File: config.mk
export PLATFORM = sky130hd
export DESIGN_NAME = cmul_arb_flat
export DESIGN_NICKNAME = d
export VERILOG_FILES = /design/src/rtl/cmul_arb_if.sv /design/src/rtl/cmul_arb.sv /design/src/flat_wrapper.sv
export SDC_FILE = /design/constraint.sdc
export NUM_CORES = 2
export LEC_CHECK = 0
export ABC_CLOCK_PERIOD_IN_PS = 8500
export BUFFER_PORTS_ARGS = -buffer_cell sky130_fd_sc_hd__buf_2
export CORE_MARGIN = 1
export CORE_UTILIZATION = 53
export DETAILED_ROUTE_END_ITERATION = 8
export GPL_ROUTABILITY_DRIVEN = 0
export PLACE_DENSITY = 0.77
export SYNTH_ARGS = -nofsm -noshare
export SYNTH_HDL_FRONTEND = slang
export SYNTH_SLANG_ARGS = --single-unit
File: constraint.sdc
create_clock -name clk -period 8.5 [get_ports clk]
set_input_delay 1.7 -clock clk [delete_from_list [all_inputs] [get_ports clk]]
set_output_delay 1.7 -clock clk [all_outputs]
set_load 0.02 [all_outputs]
File: src/rtl/cmul_arb_if.sv
// Request/result bundle for the shared complex multiplier: two requesting
// butterfly lanes (A, B) and one tagged result stream.
interface cmul_arb_if #(
    parameter int unsigned BFLY = 10,
    parameter int unsigned TW   = 9
);
    localparam int unsigned OW = BFLY + TW + 1;

    logic            a_valid;
    logic            a_ready;
    logic [BFLY-1:0] a_bfly_re;
    logic [BFLY-1:0] a_bfly_im;
    logic [TW-1:0]   a_tw_re;
    logic [TW-1:0]   a_tw_im;

    logic            b_valid;
    logic            b_ready;
    logic [BFLY-1:0] b_bfly_re;
    logic [BFLY-1:0] b_bfly_im;
    logic [TW-1:0]   b_tw_re;
    logic [TW-1:0]   b_tw_im;

    logic            out_valid;
    logic            out_ready;
    logic [OW-1:0]   out_re;
    logic [OW-1:0]   out_im;
    logic            out_id;

    // Requester/consumer side
    modport master (
        output a_valid, a_bfly_re, a_bfly_im, a_tw_re, a_tw_im,
        output b_valid, b_bfly_re, b_bfly_im, b_tw_re, b_tw_im,
        output out_ready,
        input  a_ready, b_ready,
        input  out_valid, out_re, out_im, out_id
    );

    // Multiplier side
    modport slave (
        input  a_valid, a_bfly_re, a_bfly_im, a_tw_re, a_tw_im,
        input  b_valid, b_bfly_re, b_bfly_im, b_tw_re, b_tw_im,
        input  out_ready,
        output a_ready, b_ready,
        output out_valid, out_re, out_im, out_id
    );
endinterface

File: src/rtl/cmul_arb.sv
// Two-lane round-robin front end for one two-stage pipelined complex
// multiplier. Stage 1 holds the four partial products, stage 2 the
// sum/difference; results leave tagged with the requesting lane.
module cmul_arb #(
    parameter int unsigned BFLY = 10,
    parameter int unsigned TW   = 9
) (
    input logic       clk,
    input logic       rst_n,
    cmul_arb_if.slave bus
);
    localparam int unsigned PW = BFLY + TW;
    localparam int unsigned OW = BFLY + TW + 1;

    logic en;
    logic grant_a;
    logic grant_b;
    logic xfer;

    logic signed [PW-1:0] op_bre;
    logic signed [PW-1:0] op_bim;
    logic signed [PW-1:0] op_twre;
    logic signed [PW-1:0] op_twim;

    logic                 prio_q, prio_d;
    logic                 v1_q, v1_d;
    logic                 id1_q, id1_d;
    logic signed [PW-1:0] pp_rr_q, pp_rr_d;
    logic signed [PW-1:0] pp_ii_q, pp_ii_d;
    logic signed [PW-1:0] pp_ir_q, pp_ir_d;
    logic signed [PW-1:0] pp_ri_q, pp_ri_d;
    logic                 v2_q, v2_d;
    logic                 id2_q, id2_d;
    logic signed [OW-1:0] re_q, re_d;
    logic signed [OW-1:0] im_q, im_d;

    // Stall whenever a result sits at the output and is not being taken.
    assign en = !(v2_q && !bus.out_ready);

    // Grant depends only on valids and the pointer, never on ready.
    assign grant_a = bus.a_valid && (!bus.b_valid || !prio_q);
    assign grant_b = bus.b_valid && (!bus.a_valid || prio_q);

    // Ready is forced low while reset is applied.
    assign bus.a_ready = rst_n && en && grant_a;
    assign bus.b_ready = rst_n && en && grant_b;
    assign xfer        = bus.a_ready || bus.b_ready;

    // Operand select, sign-extended to product width.
    always_comb begin
        if (grant_b) begin
            op_bre  = PW'(signed'(bus.b_bfly_re));
            op_bim  = PW'(signed'(bus.b_bfly_im));
            op_twre = PW'(signed'(bus.b_tw_re));
            op_twim = PW'(signed'(bus.b_tw_im));
        end else begin
            op_bre  = PW'(signed'(bus.a_bfly_re));
            op_bim  = PW'(signed'(bus.a_bfly_im));
            op_twre = PW'(signed'(bus.a_tw_re));
            op_twim = PW'(signed'(bus.a_tw_im));
        end
    end

    // Next state for the pointer and both pipeline stages.
    always_comb begin
        prio_d  = prio_q;
        v1_d    = v1_q;
        id1_d   = id1_q;
        pp_rr_d = pp_rr_q;
        pp_ii_d = pp_ii_q;
        pp_ir_d = pp_ir_q;
        pp_ri_d = pp_ri_q;
        v2_d    = v2_q;
        id2_d   = id2_q;
        re_d    = re_q;
        im_d    = im_q;

        // Point at the lane that was not served.
        if (xfer) begin
            prio_d = grant_a;
        end

        if (en) begin
            v1_d    = xfer;
            id1_d   = grant_b;
            // Full-scale products fit PW bits exactly, so no truncation occurs.
            pp_rr_d = op_bre * op_twre;
            pp_ii_d = op_bim * op_twim;
            pp_ir_d = op_bim * op_twre;
            pp_ri_d = op_bre * op_twim;

            v2_d    = v1_q;
            id2_d   = id1_q;
            re_d    = OW'(pp_rr_q) - OW'(pp_ii_q);
            im_d    = OW'(pp_ir_q) + OW'(pp_ri_q);
        end
    end

    // State registers with synchronous active-low reset.
    always_ff @(posedge clk) begin
        if (!rst_n) begin
            prio_q  <= 1'b0;
            v1_q    <= 1'b0;
            id1_q   <= 1'b0;
            pp_rr_q <= '0;
            pp_ii_q <= '0;
            pp_ir_q <= '0;
            pp_ri_q <= '0;
            v2_q    <= 1'b0;
            id2_q   <= 1'b0;
            re_q    <= '0;
            im_q    <= '0;
        end else begin
            prio_q  <= prio_d;
            v1_q    <= v1_d;
            id1_q   <= id1_d;
            pp_rr_q <= pp_rr_d;
            pp_ii_q <= pp_ii_d;
            pp_ir_q <= pp_ir_d;
            pp_ri_q <= pp_ri_d;
            v2_q    <= v2_d;
            id2_q   <= id2_d;
            re_q    <= re_d;
            im_q    <= im_d;
        end
    end

    assign bus.out_valid = v2_q;
    assign bus.out_re    = re_q;
    assign bus.out_im    = im_q;
    assign bus.out_id    = id2_q;
endmodule
File: src/flat_wrapper.sv
// flat-port wrapper written by rule: the top's interface ports become plain ports
module cmul_arb_flat 
#(
    parameter int unsigned BFLY = 10,
    parameter int unsigned TW   = 9
)
  (clk, rst_n, bus_a_valid, bus_a_bfly_re, bus_a_bfly_im, bus_a_tw_re, bus_a_tw_im, bus_b_valid, bus_b_bfly_re, bus_b_bfly_im, bus_b_tw_re, bus_b_tw_im, bus_out_ready, bus_a_ready, bus_b_ready, bus_out_valid, bus_out_re, bus_out_im, bus_out_id);
  cmul_arb_if #(.BFLY(BFLY), .TW(TW)) bus_i ();
  input logic clk;
  input logic rst_n;
  input wire logic [$bits(bus_i.a_valid)-1:0] bus_a_valid;
  input wire logic [$bits(bus_i.a_bfly_re)-1:0] bus_a_bfly_re;
  input wire logic [$bits(bus_i.a_bfly_im)-1:0] bus_a_bfly_im;
  input wire logic [$bits(bus_i.a_tw_re)-1:0] bus_a_tw_re;
  input wire logic [$bits(bus_i.a_tw_im)-1:0] bus_a_tw_im;
  input wire logic [$bits(bus_i.b_valid)-1:0] bus_b_valid;
  input wire logic [$bits(bus_i.b_bfly_re)-1:0] bus_b_bfly_re;
  input wire logic [$bits(bus_i.b_bfly_im)-1:0] bus_b_bfly_im;
  input wire logic [$bits(bus_i.b_tw_re)-1:0] bus_b_tw_re;
  input wire logic [$bits(bus_i.b_tw_im)-1:0] bus_b_tw_im;
  input wire logic [$bits(bus_i.out_ready)-1:0] bus_out_ready;
  output wire logic [$bits(bus_i.a_ready)-1:0] bus_a_ready;
  output wire logic [$bits(bus_i.b_ready)-1:0] bus_b_ready;
  output wire logic [$bits(bus_i.out_valid)-1:0] bus_out_valid;
  output wire logic [$bits(bus_i.out_re)-1:0] bus_out_re;
  output wire logic [$bits(bus_i.out_im)-1:0] bus_out_im;
  output wire logic [$bits(bus_i.out_id)-1:0] bus_out_id;
  assign bus_i.a_valid = bus_a_valid;
  assign bus_i.a_bfly_re = bus_a_bfly_re;
  assign bus_i.a_bfly_im = bus_a_bfly_im;
  assign bus_i.a_tw_re = bus_a_tw_re;
  assign bus_i.a_tw_im = bus_a_tw_im;
  assign bus_i.b_valid = bus_b_valid;
  assign bus_i.b_bfly_re = bus_b_bfly_re;
  assign bus_i.b_bfly_im = bus_b_bfly_im;
  assign bus_i.b_tw_re = bus_b_tw_re;
  assign bus_i.b_tw_im = bus_b_tw_im;
  assign bus_i.out_ready = bus_out_ready;
  assign bus_a_ready = bus_i.a_ready;
  assign bus_b_ready = bus_i.b_ready;
  assign bus_out_valid = bus_i.out_valid;
  assign bus_out_re = bus_i.out_re;
  assign bus_out_im = bus_i.out_im;
  assign bus_out_id = bus_i.out_id;
  cmul_arb #(.BFLY(BFLY), .TW(TW)) u_core (.clk(clk), .rst_n(rst_n), .bus(bus_i));
endmodule
# After elaboration in Yosys (flattened, before gate mapping)
# Cells that the tools add are included.
totals:
  reg_bits: 121
  latch_bits: 0
  ramBits: 0
  rom_bits: 0
  word_cells: 35
  memories: 0
classes:
  add_sub_neg: 2
  n_mul: 4
  div_mod_pow: 0
  order_cmp: 0
  eq_ne: 0
  shift: 0
  mux: 4
  bitwise: 0
  n_reduce_logical: 14
op_table:
  columns: ["operator", "n"]
  rows:
  - ["19-bit by 19-bit multiplier with 19-bit output", 4]
  - ["19-bit two-way mux", 4]
  - ["19-bit by 19-bit adder with 20-bit output", 1]
  - ["19-bit by 19-bit subtractor with 20-bit output", 1]
  - ["1-bit logical AND", 6]
  - ["1-bit logical NOT", 5]
  - ["1-bit logical OR", 3]

# Depth between registers and ports, before layout
logic_depth:
  ltp_word: 6
  ltp_mapped: 34

# Worst setup path before layout
# Ideal clock, no wire load.
synth_path:
  path_kind: "input port to flip-flop"
  start: "input bus_a_valid"
  end: "register u_core.pp_ir_q[18]"
  setup_ps: 70
  arrival_ps: 8390
  path_slack_ps: 39
  path_stages: 31
  path_buffers: 6
  cell_sequence: "nand2b_1 > buf_6 > nand2_4 > buf_2 > buf_4 > buf_2 > buf_2 > nand2_1 > nand2_1 > nand2_1 > fa_1 > inv_1 > fa_1 > inv_1 > fa_1 > inv_1 > fa_1 > fa_1 > fa_1 > ha_1 > ha_1 > clkbuf_1 > a21o_1 > a21o_1 > a21o_1 > a21oi_1 > o21ai_0 > a31oi_1 > xnor2_1 > nand2_1 > a21oi_1"
synth_via:
  elab_chain_cells: 5
synth_lines:
  columns: ["item", "line", "text"]
  rows:
  - ["start, declared", "flat_wrapper.sv:11", "input wire logic [$bits(bus_i.a_valid)-1:0] bus_a_valid;"]
  - ["1-bit logical NOT (*)", "cmul_arb.sv:42", "assign grant_b = bus.b_valid && (!bus.a_valid || prio_q);"]
  - ["1-bit logical OR (*)", "cmul_arb.sv:42", null]
  - ["1-bit logical AND (*)", "cmul_arb.sv:42", null]
  - ["19-bit two-way mux", "cmul_arb.sv:51", "if (grant_b) begin"]
  - ["19-bit by 19-bit multiplier with 19-bit output (*)", "cmul_arb.sv:89", "pp_ir_d = op_bim * op_twre;"]
  - ["end signal, assigned", "cmul_arb.sv:119", "pp_ir_q <= pp_ir_d;"]
  - ["end, declared", "cmul_arb.sv:30", "logic signed [PW-1:0] pp_ir_q, pp_ir_d;"]
# Mark *: on every way between the ends. The rest lies on a longest branch, timed or not.
# A chain may end at the register's enable or synchronous reset.

# Worst setup path in the final report
layout_path:
  start: "input bus_a_valid"
  end: "register u_core.pp_ri_q[18]"
layout_via:
  elab_chain_cells: 5
layout_lines:
  columns: ["item", "line", "text"]
  rows:
  - ["1-bit logical NOT (*)", "cmul_arb.sv:42", null]
  - ["1-bit logical OR (*)", "cmul_arb.sv:42", null]
  - ["1-bit logical AND (*)", "cmul_arb.sv:42", null]
  - ["19-bit two-way mux", "cmul_arb.sv:51", null]
  - ["19-bit by 19-bit multiplier with 19-bit output (*)", "cmul_arb.sv:90", "pp_ri_d = op_bre * op_twim;"]
  - ["end signal, assigned", "cmul_arb.sv:120", "pp_ri_q <= pp_ri_d;"]
  - ["end, declared", "cmul_arb.sv:31", "logic signed [PW-1:0] pp_ri_q, pp_ri_d;"]
# Marked as above.

==> impl_metrics.csv <==
group,metric,value,unit
logic_synthesis,synth_cell_types,72,
timing,worst_slew_margin_rel,0.250,
floorplan,core_area,46700,sq um
floorplan,die_width,220,um
global_route,first_pass_grt_wire_length,112000,um
global_route,gr-usage-met1,0.404,
routing,post_drt_wl_per_cell,19.3,um
floorplan,std_cell_rows,79,
logic_synthesis,synth.cell_area,25100,sq um
min_path,min_path_cells,2,
clock_network,cts_buffers,17,
worst_setup_path,crit_path_end_kind,"flip-flop",
clock_network,post_cts.repair.setup_buffers,0,
global_route,first_global_vias,21300,
run_status,outcome,"finished with violations",
routing,drt_iter0_drc,1705,
routing,drt_wl_total,70000,um
global_route,grt.overflow.total,0,
worst_setup_path,crit_path_frequent_cell,"sky130_fd_sc_hd__fa_1",
worst_setup_path,timing.critical_path.required,8.78,ns
logic_synthesis,syn-mean-instance-area,8.76,sq um
logic_synthesis,synth_enable_flop_cells,0,
timing,final_min_period_over_clock_period,0.959,
worst_setup_path,critPathMaxFanout,22,
worst_setup_path,arrival,8.43,ns
timing,timing.fmax,123,MHz
floorplan,floorplan.die.height,220,um
timing,skew,0.0130,ns
routing,drtPass1Iterations,9,
final_layout,finalNonFillerCells,3632,
logic_synthesis,syn-instance-count,2862,
logic_synthesis,post_synthesis_net_count,3726,
worst_setup_path,rrSetupSlack,1.19,ns
floorplan,initial_cell_density_of_the_core,0.537,
floorplan,fp.dieArea,48200,sq um
routing,postRouteAntennaNets,0,
global_route,globalRouteMet2Util,0.471,
worst_setup_path,critical_path.top_delay_family,"adder cells",
placement,portBuffers,124,
clock_network,clock_tree.root_cell,"sky130_fd_sc_hd__clkbuf_16",
timing,report.final.hold_viol_count,0,
logic_synthesis,async_reset_ff_frac,0,
floorplan,boundaryPins,125,
logic_synthesis,ys_ff_latch,121,
final_layout,antenna-diode-count,0,
routing,detail_route.drc_violations,20,
final_layout,fillerInstances,3978,
placement,hpwlAfterDp,59100,um
timing,timing_max_transition_violations_final,0,
clock_network,clock_sinks,121,
clock_network,clock_insertion_delay_worst_skew,0.43,ns
timing,rsz_0062_raised_after_global_routing,"no",
run_status,failed_checks,"design-rule violations",
global_route,pin_count_of_the_biggest_net_entering_global_routing,81,
min_path,worstHoldEndpoint,"u_core.bus.out_im[9]",
final_layout,nets,3877,
worst_setup_path,cp_slowest_cell,"sky130_fd_sc_hd__fa_1",
global_route,grt_antenna_before_repair,0,
clock_network,cts.htree.levels,4,
clock_network,cts.reportedPaths.clkPinSlew,0.06,ns
worst_setup_path,cp.buffers_inverters,6,
timing,final_period_minus_worst_setup_slack,8.15,ns
worst_setup_path,critPathKind,"in2reg",
logic_synthesis,synth.yosys.warnings,0,
timing,max_slew.worst_pin.slew,1.12,ns
worst_setup_path,slowest_stage_delay_on_critical_path,0.66,ns
global_route,busiest_layer,"met2",
clock_network,cts_max_path_buffers,2,
min_path,min_path_type,"reg2reg",
worst_setup_path,ff2ff_path_depth,25,
job,max_cap_viol_count,0,
worst_setup_path,crit_path_start_kind,"input pin",
routing,via_per_inst,5.62,
routing,routed-via-count,20400,
logic_synthesis,ys.flop_type,"sky130_fd_sc_hd__dfxtp_1",
final_layout,drive_gt1_frac,0.0975,
final_layout,area_growth_syn_to_layout,9.56,%
worst_setup_path,worstReg2RegStart,"u_core.prio_q",
clock_network,tritoncts_clock_tree,"yes",
global_route,met3_usage,0.0692,
global_route,globalRouteTotalUtil,0.302,
timing,setup_viol,0,
logic_synthesis,synth_seq_area_share,0.0966,
worst_setup_path,r2r-end,"u_core.pp_ri_q[18]",
min_path,min_from,"u_core.bus.out_im[9]",
placement,placed_cells_incl_taps,3601,
## metrics by stage
step | hold slack, ns | instance area, sq um | utilization | TNS [ns] | worst slack (ns)
3_3_place_gp | 0.439 | 26900 | 0.577 | 0 | 0.0839
5_1_grt | 0.468 | 27500 | 0.589 | 0 | 0.00780
2_1_floorplan | 0.426 | 25100 | - | 0 | 0.0394
6_report | 0.448 | 27500 | 0.589 | 0 | 0.347
3_5_place_dp | 0.439 | 26900 | 0.577 | -0.00546 | -0.00546
4_1_cts | 0.452 | 27500 | 0.589 | 0 | 0.405
## cell usage after synthesis, types with 3 or more instances
master                       n  share of area
sky130_fd_sc_hd__dfxtp_1   121          0.097
sky130_fd_sc_hd__xnor2_1   121          0.042
sky130_fd_sc_hd__nand2b_1    9         0.0022
sky130_fd_sc_hd__nor4b_1     3         0.0010
sky130_fd_sc_hd__buf_1       6        0.00090
sky130_fd_sc_hd__mux2i_1    36          0.014
sky130_fd_sc_hd__fa_1      418           0.33
sky130_fd_sc_hd__o31ai_1     5         0.0015
sky130_fd_sc_hd__o21a_1     15         0.0045
sky130_fd_sc_hd__and3_1      5         0.0012
sky130_fd_sc_hd__inv_1     531          0.079
sky130_fd_sc_hd__o21bai_1   13         0.0039
sky130_fd_sc_hd__nand4_1    12         0.0030
sky130_fd_sc_hd__o21ai_0    42         0.0084
sky130_fd_sc_hd__nand3_1    25         0.0050
sky130_fd_sc_hd__nor3_1     11         0.0022
sky130_fd_sc_hd__nor2b_1     8         0.0020
sky130_fd_sc_hd__xor2_1     32          0.011
sky130_fd_sc_hd__a21oi_1   152          0.030
sky130_fd_sc_hd__buf_2      14         0.0028
sky130_fd_sc_hd__a21o_1     58          0.017
sky130_fd_sc_hd__a211o_1     4         0.0014
sky130_fd_sc_hd__o211ai_1    3        0.00090
sky130_fd_sc_hd__ha_1      365           0.18
sky130_fd_sc_hd__nor3b_1     3        0.00090
sky130_fd_sc_hd__o21ai_2     3         0.0010
sky130_fd_sc_hd__or2_2       3        0.00075
sky130_fd_sc_hd__buf_4       3        0.00090
sky130_fd_sc_hd__mux2_2     14         0.0063
sky130_fd_sc_hd__nor2_1    288          0.043
sky130_fd_sc_hd__clkbuf_1   67          0.010
sky130_fd_sc_hd__nand2_1   372          0.056
sky130_fd_sc_hd__a31oi_1    13         0.0032
sky130_fd_sc_hd__or3_1       8         0.0020
sky130_fd_sc_hd__o21ai_1    11         0.0022
sky130_fd_sc_hd__a211oi_1   21         0.0063
sky130_fd_sc_hd__mux2i_2     3         0.0016
## repair_timing
item	4_1_cts	5_1_grt
endpoints found under the setup margin	0	1
hold buffers	0	0
resized for setup	0	1
## cells in the final DEF (no fill, tap or decap), types with 4 or more instances in the layout
cell type                   Yosys  final
sky130_fd_sc_hd__a211oi_1      21     21
sky130_fd_sc_hd__and3_1         5      5
sky130_fd_sc_hd__clkinv_2       0      4
sky130_fd_sc_hd__xor2_1        32     32
sky130_fd_sc_hd__nand2_1      372    372
sky130_fd_sc_hd__a21oi_1      152    152
sky130_fd_sc_hd__o21ai_1       11     11
sky130_fd_sc_hd__nand2b_1       9      8
sky130_fd_sc_hd__xnor2_1      121    121
sky130_fd_sc_hd__nor2_1       288    288
sky130_fd_sc_hd__o21ai_0       42     42
sky130_fd_sc_hd__dfxtp_1      121    121
sky130_fd_sc_hd__o31ai_1        5      5
sky130_fd_sc_hd__a21o_1        58     58
sky130_fd_sc_hd__buf_12         0      6
sky130_fd_sc_hd__or3_1          8      8
sky130_fd_sc_hd__clkbuf_16      0     17
sky130_fd_sc_hd__nor2b_1        8      7
sky130_fd_sc_hd__mux2_2        14     14
sky130_fd_sc_hd__buf_2         14    124
sky130_fd_sc_hd__nand4_1       12     12
sky130_fd_sc_hd__inv_1        531    530
sky130_fd_sc_hd__nand3_1       25     25
sky130_fd_sc_hd__buf_4          3     95
sky130_fd_sc_hd__a31oi_1       13     13
sky130_fd_sc_hd__nor3_1        11     11
sky130_fd_sc_hd__o21bai_1      13     13
sky130_fd_sc_hd__a211o_1        4      4
sky130_fd_sc_hd__mux2i_2        3      6
sky130_fd_sc_hd__o21a_1        15     15
sky130_fd_sc_hd__fa_1         418    418
sky130_fd_sc_hd__mux2i_1       36     33
sky130_fd_sc_hd__ha_1         365    365
## sequential cells by signal, indices dropped and copies added, names as in the netlist
signal	cells
u_core.bus.out_im	20
u_core.bus.out_re	20
u_core.pp_ii_q	19
u_core.pp_ir_q	19
u_core.pp_ri_q	19
u_core.pp_rr_q	19
u_core.bus.out_id	1
u_core.bus.out_valid	1
u_core.id1_q	1
u_core.prio_q	1
u_core.v1_q	1
## metal layers
metal / part of all wire / wire, um / vias to the layer above
li1: - / - / 9285
met5: 0 / 0 / -
met2: 0.44 / 30600 / 1099
met4: 0.047 / 3270 / 0
met3: 0.11 / 7610 / 193
met1: 0.41 / 28500 / 9817
## worst max path at each step
stage                     start                  to  slack [ns]  depth (start not counted)
detailed placement  bus_a_valid  u_core.pp_rr_q[18]      -0.005                         27
floorplan           bus_a_valid  u_core.pp_ir_q[18]        0.04                         31
global placement    bus_a_valid  u_core.pp_rr_q[18]        0.08                         25
finish              bus_a_valid  u_core.pp_ri_q[18]        0.35                         26
CTS                 bus_a_valid  u_core.pp_ri_q[18]        0.41                         26
global route        bus_a_valid  u_core.pp_ir_q[17]       0.008                         28
## worst register-to-register path, stage by stage, from the launching register on
cell and delay, ns:
sky130_fd_sc_hd__dfxtp_1 0.57, sky130_fd_sc_hd__and2b_1 0.28, sky130_fd_sc_hd__nor2_4 0.20, sky130_fd_sc_hd__buf_4 0.34
sky130_fd_sc_hd__mux2i_1 0.35, sky130_fd_sc_hd__nor2_1 0.12, sky130_fd_sc_hd__fa_1 0.66, sky130_fd_sc_hd__inv_1 0.15
sky130_fd_sc_hd__fa_1 0.52, sky130_fd_sc_hd__inv_1 0.05, sky130_fd_sc_hd__fa_1 0.50, sky130_fd_sc_hd__inv_1 0.06
sky130_fd_sc_hd__fa_1 0.49, sky130_fd_sc_hd__fa_1 0.55, sky130_fd_sc_hd__inv_1 0.06, sky130_fd_sc_hd__fa_1 0.44
sky130_fd_sc_hd__ha_1 0.29, sky130_fd_sc_hd__ha_1 0.35, sky130_fd_sc_hd__a21o_1 0.18, sky130_fd_sc_hd__a21o_1 0.19
sky130_fd_sc_hd__a21oi_1 0.17, sky130_fd_sc_hd__nand2_1 0.07, sky130_fd_sc_hd__a21oi_1 0.24, sky130_fd_sc_hd__a21oi_1 0.12
sky130_fd_sc_hd__xnor2_1 0.15, sky130_fd_sc_hd__a21oi_1 0.08
## final cells by class
| cell class | count | area (sq um) | area share |
|---|---|---|---|
| clock buffers | 20 | 447 | 0.0163 |
| clock inverters | 11 | 100 | 0.00364 |
| inverters | 532 | 2000 | 0.0727 |
| multi-input cells | 2116 | 20300 | 0.739 |
| flip-flops and latches | 121 | 2420 | 0.0882 |
| well taps | 607 | 759 | 0.0276 |
| repair buffers | 225 | 1450 | 0.0529 |
## cells by family after synthesis
logic type / after synthesis / synth area share
buffers and inverters: 625 / 0.0956
xor gates and xnor gates: 155 / 0.0552
muxes: 54 / 0.0228
DFF: 121 / 0.0966
and+or+nand+nor: 760 / 0.124
adders and majority gates: 784 / 0.516
AOI/OAI and AO/OA: 363 / 0.0899
Power is left out: the tool's default activity adds up to more than one toggle a clock period on the data nets, which glitch-free logic cannot reach.
